===== config.mk =====
export PLATFORM = sky130hd
export DESIGN_NAME = valve_mix_sequencer_flat
export DESIGN_NICKNAME = d
export VERILOG_FILES = /design/src/rtl/valve_mix_sequencer_pkg.sv /design/src/rtl/valve_mix_sequencer_if.sv /design/src/rtl/valve_mix_sequencer_phase_timer.sv /design/src/rtl/valve_mix_sequencer.sv /design/src/flat_wrapper.sv
export SDC_FILE = /design/constraint.sdc
export NUM_CORES = 1
export LEC_CHECK = 0
export CAP_MARGIN = 15
export CORE_ASPECT_RATIO = 0.7
export CORE_MARGIN = 2
export CORE_UTILIZATION = 56
export DETAILED_ROUTE_END_ITERATION = 10
export GPL_ROUTABILITY_DRIVEN = 1
export GPL_TIMING_DRIVEN = 0
export HOLD_SLACK_MARGIN = 0.1
export PLACE_DENSITY = 0.81
export SYNTH_ARGS = -nofsm -noshare
export SYNTH_HDL_FRONTEND = slang
export SYNTH_HIERARCHICAL = 1
export SYNTH_SLANG_ARGS = --single-unit

===== constraint.sdc =====
create_clock -name clk -period 5.71 [get_ports clk]
set_input_delay 1.142 -clock clk [delete_from_list [all_inputs] [get_ports clk]]
set_output_delay 1.142 -clock clk [all_outputs]
set_load 0.1 [all_outputs]

===== src/rtl/valve_mix_sequencer_pkg.sv =====
// Shared types and constants for the two-inlet valve/mixer sequencer.
package valve_seq_pkg;

    localparam int DOSE_W_DEF = 16;

    // Pneumatic line polarity: pressurised line holds the valve shut.
    localparam logic PN_CLOSED = 1'b1;
    localparam logic PN_OPEN   = 1'b0;

    typedef enum logic [2:0] {
        ST_IDLE     = 3'd0,
        ST_OPEN_A   = 3'd1,
        ST_SETTLE_A = 3'd2,
        ST_OPEN_B   = 3'd3,
        ST_SETTLE_B = 3'd4,
        ST_MIX      = 3'd5,
        ST_DONE     = 3'd6
    } state_t;

endpackage


===== src/rtl/valve_mix_sequencer_if.sv =====
// Dose command handshake between host logic and the valve sequencer.
interface valve_mix_sequencer_if #(
    parameter int DOSE_W = valve_seq_pkg::DOSE_W_DEF
);
    logic              start_valid;
    logic              start_ready;
    logic [DOSE_W-1:0] dose_a;
    logic [DOSE_W-1:0] dose_b;
    logic [DOSE_W-1:0] mix_time;

    modport master (
        output start_valid, dose_a, dose_b, mix_time,
        input  start_ready
    );

    modport slave (
        input  start_valid, dose_a, dose_b, mix_time,
        output start_ready
    );
endinterface


===== src/rtl/valve_mix_sequencer_phase_timer.sv =====
// Loadable down-counter shared by every timed phase; zero marks the last cycle of a phase.
module phase_timer #(
    parameter int W = 16
) (
    input  logic         clk,
    input  logic         rst_n,
    input  logic         load,
    input  logic [W-1:0] load_value,
    output logic         zero
);
    logic [W-1:0] count;

    always_ff @(posedge clk) begin
        if (!rst_n) begin
            count <= '0;
        end else if (load) begin
            count <= load_value;
        end else if (count != '0) begin
            count <= count - 1'b1;
        end
    end

    assign zero = (count == '0);

endmodule


===== src/rtl/valve_mix_sequencer.sv =====
// Timed non-overlapping valve A / valve B / mix sequencer.
// Optional abort input and aborted pulse enabled by defining VALVE_SEQ_ABORT_EN.
module valve_mix_sequencer
    import valve_seq_pkg::*;
#(
    parameter int DOSE_W        = DOSE_W_DEF,
    parameter int SETTLE_CYCLES = 8,
    parameter int SETTLE_W      = $clog2(SETTLE_CYCLES + 1)
) (
    input  logic                  clk,
    input  logic                  rst_n,
    valve_mix_sequencer_if.slave  cmd,
    output logic                  pn_a,
    output logic                  pn_b,
    output logic [2:0]            phase,
    output logic                  busy,
    output logic                  done
`ifdef VALVE_SEQ_ABORT_EN
    ,
    input  logic                  abort,
    output logic                  aborted
`endif
);
    localparam int TW = (DOSE_W > SETTLE_W) ? DOSE_W : SETTLE_W;

    state_t            state, nxt;
    logic [DOSE_W-1:0] lat_a, lat_b, lat_m;
    logic [DOSE_W-1:0] src_a, src_b, src_m;
    logic              accept, abort_now;
    logic              t_load, t_zero;
    logic [TW-1:0]     t_value;

    // First enabled phase among A, B, mix; DONE when none remain.
    function automatic state_t pick(input logic use_a, input logic use_b, input logic use_m);
        if (use_a)      return ST_OPEN_A;
        else if (use_b) return ST_OPEN_B;
        else if (use_m) return ST_MIX;
        else            return ST_DONE;
    endfunction

    always_comb begin
        accept    = (state == ST_IDLE) && cmd.start_valid;
`ifdef VALVE_SEQ_ABORT_EN
        abort_now = (state != ST_IDLE) && abort;
`else
        abort_now = 1'b0;
`endif
        // On the accepting edge the latches are not yet loaded, so read the command directly.
        src_a = accept ? cmd.dose_a   : lat_a;
        src_b = accept ? cmd.dose_b   : lat_b;
        src_m = accept ? cmd.mix_time : lat_m;

        nxt = state;
        unique case (state)
            ST_IDLE:     if (accept) nxt = pick(src_a != '0, src_b != '0, src_m != '0);
            ST_OPEN_A:   if (t_zero) nxt = ST_SETTLE_A;
            ST_SETTLE_A: if (t_zero) nxt = pick(1'b0, src_b != '0, src_m != '0);
            ST_OPEN_B:   if (t_zero) nxt = ST_SETTLE_B;
            ST_SETTLE_B: if (t_zero) nxt = pick(1'b0, 1'b0, src_m != '0);
            ST_MIX:      if (t_zero) nxt = ST_DONE;
            ST_DONE:     nxt = ST_IDLE;
            default:     nxt = ST_IDLE;
        endcase
        if (abort_now) nxt = ST_IDLE;

        t_value = '0;
        unique case (nxt)
            ST_OPEN_A:                t_value = TW'(src_a - 1'b1);
            ST_OPEN_B:                t_value = TW'(src_b - 1'b1);
            ST_MIX:                   t_value = TW'(src_m - 1'b1);
            ST_SETTLE_A, ST_SETTLE_B: t_value = TW'(SETTLE_CYCLES - 1);
            default:                  t_value = '0;
        endcase
        t_load = (nxt != state) && (nxt != ST_IDLE) && (nxt != ST_DONE);
    end

    phase_timer #(.W(TW)) u_timer (
        .clk        (clk),
        .rst_n      (rst_n),
        .load       (t_load),
        .load_value (t_value),
        .zero       (t_zero)
    );

    // Outputs are registered from nxt so they line up with the registered state.
    always_ff @(posedge clk) begin
        if (!rst_n) begin
            state           <= ST_IDLE;
            pn_a            <= PN_CLOSED;
            pn_b            <= PN_CLOSED;
            busy            <= 1'b0;
            done            <= 1'b0;
            cmd.start_ready <= 1'b1;
            lat_a           <= '0;
            lat_b           <= '0;
            lat_m           <= '0;
`ifdef VALVE_SEQ_ABORT_EN
            aborted         <= 1'b0;
`endif
        end else begin
            state           <= nxt;
            pn_a            <= (nxt == ST_OPEN_A) ? PN_OPEN : PN_CLOSED;
            pn_b            <= (nxt == ST_OPEN_B) ? PN_OPEN : PN_CLOSED;
            busy            <= (nxt != ST_IDLE);
            done            <= (nxt == ST_DONE);
            cmd.start_ready <= (nxt == ST_IDLE);
            if (accept) begin
                lat_a <= cmd.dose_a;
                lat_b <= cmd.dose_b;
                lat_m <= cmd.mix_time;
            end
`ifdef VALVE_SEQ_ABORT_EN
            aborted         <= abort_now;
`endif
        end
    end

    assign phase = state;

endmodule

===== src/flat_wrapper.sv =====
// flat-port wrapper written by rule: the top's interface ports become plain ports
module valve_mix_sequencer_flat import valve_seq_pkg::*;
#(
    parameter int DOSE_W        = DOSE_W_DEF,
    parameter int SETTLE_CYCLES = 8,
    parameter int SETTLE_W      = $clog2(SETTLE_CYCLES + 1)
)
  (clk, rst_n, pn_a, pn_b, phase, busy, done, cmd_start_valid, cmd_dose_a, cmd_dose_b, cmd_mix_time, cmd_start_ready);
  valve_mix_sequencer_if #(.DOSE_W(DOSE_W)) cmd_i ();
  input  logic clk;
  input  logic rst_n;
  output logic pn_a;
  output logic pn_b;
  output logic [2:0] phase;
  output logic busy;
  output logic done;
  input wire logic [$bits(cmd_i.start_valid)-1:0] cmd_start_valid;
  input wire logic [$bits(cmd_i.dose_a)-1:0] cmd_dose_a;
  input wire logic [$bits(cmd_i.dose_b)-1:0] cmd_dose_b;
  input wire logic [$bits(cmd_i.mix_time)-1:0] cmd_mix_time;
  output wire logic [$bits(cmd_i.start_ready)-1:0] cmd_start_ready;
  assign cmd_i.start_valid = cmd_start_valid;
  assign cmd_i.dose_a = cmd_dose_a;
  assign cmd_i.dose_b = cmd_dose_b;
  assign cmd_i.mix_time = cmd_mix_time;
  assign cmd_start_ready = cmd_i.start_ready;
  valve_mix_sequencer #(.DOSE_W(DOSE_W), .SETTLE_CYCLES(SETTLE_CYCLES), .SETTLE_W(SETTLE_W)) u_core (.clk(clk), .rst_n(rst_n), .cmd(cmd_i), .pn_a(pn_a), .pn_b(pn_b), .phase(phase), .busy(busy), .done(done));
endmodule

==> impl_results.md, run 1 <==
* Layout cell share with drive strength beyond 1 at 10.9%
* Placer Congestion at 0.969
* Worst skew pair latency at 340 ps
* Synth warnings at 6
* Num rows at 27
* DR vias at 4558
* Antenna diodes at 0
* DP HPWL at 10.9 mm
* H-tree depth at 3
* Dpl cell area at 5130 sq um
* Port Buffers at 58
* Sequential area share after synthesis at 32.6%
* CTS sink count at 72
* Fmax at 181 MHz
* CP Data Arrival Time at 5780 ps
* Final Hold Viols at 0
* Status: finished clean
* Die area at 8650 sq um
* GR Overflow Total at 0
* Worst Skew at 6.15 ps
* Asr flop ratio synth at 0%
* Final setup violation count at 0
* Commonest cells after routing, fill and taps aside: dfxtp_1, nand2_1, clkdlybuf4s50_1
* Startpoint Class: flop
* Max-slew violations at 0
* Starting density of the core at 57.0%
* CP max-delay cell: or4b_1
* Maxcap violations at 0
* Cell area after synthesis at 4430 sq um
* Clock tree root buffer cell: clkbuf_16
* Slew margin rel. at 35.2%
* Post-synth EDFFs at 0
* NumNets Final at 663
* Cells on worst reg2reg path at 21
* Crit-path cells: inv_1 > ha_1 > or3b_4 > or4_4 > buf_6 > buf_2 > nor2_4 > and2_1 > a41oi_1 > o32ai_2 > nor2_1 > or4b_1 > a21o_1 > a222oi_1 > buf_4 > nand3_2 > or4_1 > a21oi_2 > nand3_1 > and4_1 > nor3_1
* Mapped Cells at 535
* Crit path max fanout at 10
* Pin count of the biggest net entering global routing at 15
* Width of the die at 110 um
* Total core area at 7770 sq um
* Antenna violations before repair at 0
* CP Launch Point: u_core/u_timer/count[0]$_SDFFE_PN0P_
* Flop2flop setup slack at 190 ps
* Crit share post-route at 96.6%
* Syn avg cell area at 8.28 sq um
* CTS buffer count at 9
* Final Cell Area at 5610 sq um
* Slack of the critical path at 195 ps
* CTS tree: done
* DRT Pass-1 Iters at 7
* Starting DRT DRC Count at 484
* Top cell family by delay on the critical path: simple AND/OR/NAND/NOR gates
* Clock-pin slew on the worst setup and hold paths at 60 ps
* Non-filler cells, final at 716
* Worst-margin pin slew at 969 ps
* RSZ-0062 raised after global routing: false
* Register bit count reported by yosys at 72
* Top FF cell, synth: dfxtp_1
* Vias per cell at 6.37
* RR Endpoint: u_core/u_timer/count[13]$_SDFFE_PN0P_
* Syn Nets at 588
* Remaining DRCs at 0
* I/O pin total at 59
* Routed Antenna Nets at 0
* Crit path required time at 5970 ps
* Worst path depth at 21
* DP Worst Slack at -591 ps
* Crit Path Class: flop to flop
* Routed WL at 14.3 mm
* Final worst path period need at 5520 ps
* Slowest stage delay, CP at 560 ps
* Tot GR Track Use at 33.9%
* Worst r2r src: u_core/u_timer/count[0]$_SDFFE_PN0P_
* Placed insts at 694
* Synth cell types at 68
* CP Buf/Inv Count at 4
* Tightest Hold Check Type: flop to flop
* Post-layout util at 72.2%
* First-pass GRT wire length at 22.0 mm
* Clk buf depth at 2
* Syn-to-layout area delta at 26.7%
* Wire per inst at 20.0 um
* Crit end category: flop
* Most common cell after layout, fill and taps aside: dfxtp_1
* Die height at 78.4 um
* Worst Setup EP: u_core/u_timer/count[13]$_SDFFE_PN0P_
* Vias in the first global route at 4166
==> worst reg2reg max path: stages (launching register included) <==
cell and delay, ps:
dfxtp_1 340, inv_1 90, ha_1 210, or3b_4 440, or4_4 530, buf_6 150, buf_2 200, nor2_4 210
and2_1 160, a41oi_1 60, o32ai_2 360, nor2_1 110, or4b_1 560, a21o_1 190, a222oi_1 320, buf_4 190
nand3_2 180, or4_1 470, a21oi_2 200, nand3_1 110, and4_1 220, nor3_1 140
==> layout make-up <==
class                   count  area, sq um
plain buffers              33          169
clock buffers              11          243
clock inverters             5          104
fillers                   647         2160
inverters                   8         30.0
multi-input cells         422         2870
flip-flops and latches     72         1440
well taps                 101          126
repair buffers             64          626
==> metal layers <==
layer  global-route usage, %  share of wire (%)  routed length, um  up-vias
li1                        -                  -                  -     2130
met1                    52.5                 48               6850     2173
met2                    46.9                 40               5760      236
met3                    8.55                 11               1510       19
met4                    6.88                1.3                182        0
met5                       0                  0                  0        -
==> registers in the layout, summed over array words and instances (netlist names) <==
name / count
u_core/pn_b: 1
u_core/pn_a: 1
u_core/done: 1
u_core/phase: 3
u_core/lat_m: 16
u_core/lat_a: 16
u_core/u_timer/count: 16
u_core/busy: 1
u_core/cmd.start_ready: 1
u_core/lat_b: 16
==> cells by family (layout without fill, tap and decap cells) <==
| group | after synthesis | in the layout | synth area share (%) |
|---|---|---|---|
| xor gates and xnor gates | 12 | 12 | 2.37 |
| and+or+nand+nor | 233 | 233 | 29.1 |
| buffers and inverters | 41 | 121 | 4.13 |
| adders and majority gates | 2 | 2 | 0.565 |
| muxes | 49 | 49 | 11.5 |
| AOI/OAI and AO/OA | 126 | 126 | 19.8 |
| DFF | 72 | 72 | 32.6 |
==> stage by stage <==
stage          hold slack, ps  setup TNS [ps]
2_1_floorplan             456               0
3_5_place_dp              500           -2230
6_report                  515               0
3_3_place_gp              481           -1910
5_1_grt                   527               0
4_1_cts                   510               0
==> cell usage after synthesis (3+ instances only) <==
cell,instances,share of area (%)
dfxtp_1,72,33
nand2_1,59,5.0
mux2i_1,46,10
nor2b_1,46,6.5
o21ai_0,41,4.6
nor4_1,29,4.1
clkbuf_1,23,1.9
nor2_1,19,1.6
and2_1,15,2.1
a21oi_1,13,1.5
nor3_1,12,1.4
nand3_1,9,1.0
o211ai_1,8,1.4
o22a_1,8,1.6
xnor2_1,8,1.6
inv_1,7,0.59
nand4_1,7,0.99
a22oi_1,6,1.0
or3_1,6,0.85
a21o_1,5,0.85
buf_2,5,0.57
nand2b_1,5,0.71
and4_1,4,0.79
o21a_1,4,0.68
o221ai_1,4,0.79
o31ai_1,4,0.68
or2_2,4,0.57
xor2_1,4,0.79
a21boi_0,3,0.51
a21boi_1,3,0.51
buf_6,3,0.76
nor3b_1,3,0.51
o31a_1,3,0.59
==> worst min-delay path by stage <==
stage                                         startpoint  slack [ps]  depth (start not counted)                              endpoint
CTS                          u_core/lat_b[15]$_SDFF_PN0_         510                          2           u_core/lat_b[15]$_SDFF_PN0_
global route                 u_core/lat_a[15]$_SDFF_PN0_         530                          2           u_core/lat_a[15]$_SDFF_PN0_
floorplan                    u_core/lat_a[15]$_SDFF_PN0_         460                          2           u_core/lat_a[15]$_SDFF_PN0_
finish              u_core/u_timer/count[6]$_SDFFE_PN0P_         520                          2  u_core/u_timer/count[6]$_SDFFE_PN0P_
detailed placement           u_core/lat_b[15]$_SDFF_PN0_         500                          2           u_core/lat_b[15]$_SDFF_PN0_
global placement             u_core/lat_b[15]$_SDFF_PN0_         480                          2           u_core/lat_b[15]$_SDFF_PN0_
==> what timing repair did <==
| item | CTS | global route |
|---|---|---|
| hold buffers | 0 | 0 |
| resized for setup | 8 | 24 |
| setup buffers | 2 | 4 |
| pin swaps | 1 | 4 |
| setup endpoints to repair | 9 | 4 |
Power of run 1 is left out: the tool's default activity adds up to more than one toggle a clock period on the data nets, which glitch-free logic cannot reach.
==> run 2, diff against run 1 <==
--- a/config.mk
+++ b/config.mk
@@ -16,5 +16,4 @@
 export PLACE_DENSITY = 0.81
 export SYNTH_ARGS = -nofsm -noshare
 export SYNTH_HDL_FRONTEND = slang
-export SYNTH_HIERARCHICAL = 1
 export SYNTH_SLANG_ARGS = --single-unit
==> impl_results.md, run 2 <==
* Status: finished clean (unchanged)
* GR Overflow Total at 0 (unchanged)
* H-tree depth at 3 (unchanged)
* Non-filler cells, final at 701 (was 716)
* RSZ-0062 raised after global routing: false (unchanged)
* Syn-to-layout area delta at 24.7% (was 26.7%)
* Crit share post-route at 96.1% (was 96.6%)
* Startpoint Class: primary input (was flop)
* Register bit count reported by yosys at 72 (unchanged)
* Starting density of the core at 57.1% (was 57.0%)
* Tot GR Track Use at 35.9% (was 33.9%)
* Slowest stage delay, CP at 450 ps (was 560 ps)
* Sw frac at 41.0%
* Most Frequent Cell on Critical Path: buf_4
* Synth warnings at 0 (was 6)
* Leakage power at 2.14 nW
* Crit Path Class: primary input to flop (was flop to flop)
* Clock share of power at 26.3%
* CP Data Arrival Time at 5730 ps (was 5780 ps)
* Hold slack at 538 ps (was 515 ps)
* Reg power frac at 27.1%
* Mapped Cells at 524 (was 535)
* Total core area at 7770 sq um (unchanged)
* Slew margin rel. at 35.3% (was 35.2%)
* Vias in the first global route at 4405 (was 4166)
* Maxcap violations at 0 (unchanged)
* Port Buffers at 58 (unchanged)
* Die height at 78.5 um (was 78.4 um)
* Min-Delay Startpoint: u_core.lat_a[0]$_SDFF_PN0_ (was u_core/u_timer/count[6]$_SDFFE_PN0P_)
* Gate power share at 46.6%
* CTS buffer count at 9 (unchanged)
* # hold bufs at CTS at 0 (unchanged)
* Antenna violations before repair at 0 (unchanged)
* Worst skew pair latency at 340 ps (about the same)
* Syn Nets at 577 (was 588)
* VDD IR max at 0.000332 V
* Synth Area in Compound Gates at 18.5% (was 19.8%)
* Layout cell share with drive strength beyond 1 at 11.7% (was 10.9%)
* Pin count of the biggest net entering global routing at 13 (was 15)
* Count leader, synth: nor2_1 (was dfxtp_1)
* Starting DRT DRC Count at 685 (was 484)
* Placed insts at 684 (was 694)
* Top cells by area in the synthesized netlist: dfxtp_1, mux2i_1, nor2_1 (was dfxtp_1, mux2i_1, nor2b_1)
* DP HPWL at 12.1 mm (was 10.9 mm)
* Routed Antenna Nets at 0 (unchanged)
* Met3 WL post-DR at 2.24 mm (was 1.51 mm)
* DR vias at 4645 (was 4558)
* Commonest cells after routing, fill and taps aside: nor2_1, dfxtp_1, clkdlybuf4s50_1 (was dfxtp_1, nand2_1, clkdlybuf4s50_1)
* Max-slew violations at 0 (unchanged)
* Cell area after synthesis at 4440 sq um (was 4430 sq um)
* Die area at 8660 sq um (was 8650 sq um)
* Multi-input gate area at 2800 sq um (was 2870 sq um)
* Fmax at 182 MHz (was 181 MHz)
* I/O pin total at 59 (unchanged)
* CTS sink count at 72 (unchanged)
* Top-area cell type share of the netlist area at 32.5% (was 32.6%)
* Crit-path cells: clkdlybuf4s50_1 > nor4b_2 > buf_4 > buf_2 > clkbuf_4 > clkbuf_4 > buf_4 > buf_4 > mux2i_1 > o22ai_1 > a21oi_1 > ha_1 > o21ai_0 > nor4b_2 > buf_4 > a31oi_1 > o31ai_1 (was inv_1 > ha_1 > or3b_4 > or4_4 > buf_6 > buf_2 > nor2_4 > and2_1 > a41oi_1 > o32ai_2 > nor2_1 > or4b_1 > a21o_1 > a222oi_1 > buf_4 > nand3_2 > or4_1 > a21oi_2 > nand3_1 > and4_1 > nor3_1)
* Fillcell total at 617 (was 647)
* Worst Skew at 6.10 ps (was 6.15 ps)
* Antenna diodes at 0 (unchanged)
* Num rows at 27 (unchanged)
* Yosys top cell by area: dfxtp_1 (unchanged)
* NumNets Final at 648 (was 663)
* First-pass GRT wire length at 24.1 mm (was 22.0 mm)
* Final worst path period need at 5490 ps (was 5520 ps)
* Synth cell types at 77 (was 68)
* Clock tree root buffer cell: clkbuf_16 (unchanged)
* P per Cell Area at 453 nW/um^2
* Vias per cell at 6.63 (was 6.37)
* Tightest Hold Check Type: flop to flop (unchanged)
* Mux share of post-synthesis cell area at 11.8% (was 11.5%)
* DRT met1 WL at 6.63 mm (was 6.85 mm)
* Remaining DRCs at 0 (unchanged)
* Routed WL at 15.5 mm (was 14.3 mm)
* Top FF cell, synth: dfxtp_1 (unchanged)
* Width of the die at 110 um (about the same)
* Largest family of logic cells by synthesized area: simple AND/OR/NAND/NOR gates (unchanged)
* Crit path required time at 5950 ps (was 5970 ps)
* Clock-pin slew on the worst setup and hold paths at 60 ps (about the same)
* CP max-delay cell: clkdlybuf4s50_1 (was or4b_1)
* Met2 routed WL at 6.17 mm (was 5.76 mm)
* Pint at 1.48 mW
* Syn avg cell area at 8.47 sq um (was 8.28 sq um)
* Clk buf depth at 2 (unchanged)
* Worst-margin pin slew at 967 ps (was 969 ps)
* Area share of and/or/nand/nor cells after synthesis at 28.2% (was 29.1%)
* Most common cell after layout, fill and taps aside: nor2_1 (was dfxtp_1)
* Seq. cell area at 1440 sq um (unchanged)
* Final setup violation count at 0 (unchanged)
* DRT Pass-1 Iters at 5 (was 7)
* Sequential area share after synthesis at 32.5% (was 32.6%)
* Crit path max fanout at 10 (unchanged)
* Synth top cells by count: nor2_1, dfxtp_1, mux2i_1 (was dfxtp_1, nand2_1, mux2i_1, nor2b_1, o21ai_0)
* Top routing layer in use: met4 (unchanged)
* Post-synth EDFFs at 0 (unchanged)
* Asr flop ratio synth at 0% (unchanged)
* Final Hold Viols at 0 (unchanged)
* Crit end category: flop (unchanged)
* CTS tree: done (unchanged)
* Adder-Cell Fraction of Synth Area at 0.564% (was 0.565%)
* CP Launch Point: cmd_start_valid (was u_core/u_timer/count[0]$_SDFFE_PN0P_)
* Placer Congestion at 1.00 (was 0.969)
* P_sw at 1.03 mW
* XOR/XNOR share of the synthesized area at 3.55% (was 2.37%)
* Wire per inst at 22.1 um (was 20.0 um)
* Worst r2r src: u_core.phase[1]$_SDFF_PN0_ (was u_core/u_timer/count[0]$_SDFFE_PN0P_)
## run 2: cell count changes after synthesis, moves of 7 or more
| cell | before | now |
|---|---|---|
| o22ai_1 | 2 | 9 |
| a21oi_1 | 13 | 23 |
| nor2b_1 | 46 | 3 |
| o21ai_0 | 41 | 14 |
| clkbuf_1 | 23 | 14 |
| nand2_1 | 59 | 21 |
| nor2_1 | 19 | 80 |
| and2_1 | 15 | 6 |
## run 2: logic make-up after synthesis
kind of cell    after synthesis
simple gates                227
mux                          52
xor+xnor                     18
buf+inv                      41
flops                        72
compound gates              112
fa+ha+maj                     2
## run 2: worst max-delay path: cells and delay by family
| kind | cells | cell delay (ps) |
|---|---|---|
| muxes | 1 | 320 |
| and+or+nand+nor | 2 | 620 |
| buffers and inverters | 8 | 2390 |
| adders and majority gates | 1 | 250 |
| AOI/OAI and AO/OA | 5 | 990 |
## run 2: layer usage
metal  vias to the layer above  GRT usage [%]
met3                        42           15.4
li1                       2116              -
met5                         -              0
met1                      2178           48.4
met2                       309           50.9
met4                         0           13.3
## run 2: timing repair
| item | CTS | global route |
|---|---|---|
| resized for setup | 1 | 5 |
| endpoints found under the setup margin | 4 | 6 |
| buffers inserted | 0 | 1 |
| pin swaps | 0 | 1 |
## run 2: cell type report
cell class                      instances  share of cell area (%)
Multi-Input combinational cell        411                    50.6
Sequential cell                        72                    26.1
Timing Repair Buffer                   60                    10.7
Clock buffer                           11                    4.39
Buffer                                 32                    3.46
Tap cell                              101                    2.28
Clock inverter                          5                    1.88
Inverter                                9                   0.611
## run 2: final timing paths
check,cells after the start,end,slack (ps)
max,17,u_core.u_timer.count[12]$_SDFFE_PN0P_,220
min,2,u_core.lat_a[0]$_SDFF_PN0_,540
max reg2reg,17,u_core.u_timer.count[12]$_SDFFE_PN0P_,920
min reg2reg,2,u_core.lat_a[0]$_SDFF_PN0_,540
## run 2: power by group through the flow
stage          sequential [mW]  clock (mW)  combinational, mW
4_1_cts                  0.676       0.659               1.12
6_report                 0.679       0.659               1.17
5_1_grt                  0.688       0.680               1.25
3_3_place_gp             0.679           0               1.09
3_5_place_dp             0.686           0               1.11
2_1_floorplan            0.731           0              0.752
## run 2: per-stage QoR
step           power (mW)  worst slack (ps)  setup TNS, ps  area (sq um)  util [%]
6_report             2.51               222              0          5530      71.2
5_1_grt              2.62              36.5              0          5530      71.2
4_1_cts              2.46               123              0          5500      70.8
3_5_place_dp         1.80              -404          -1960          5150      66.3
3_3_place_gp         1.77              -399          -1900          5140      66.2
2_1_floorplan        1.48              1380              0          4440         -
No activity file was read; power rests on OpenSTA's default activity.
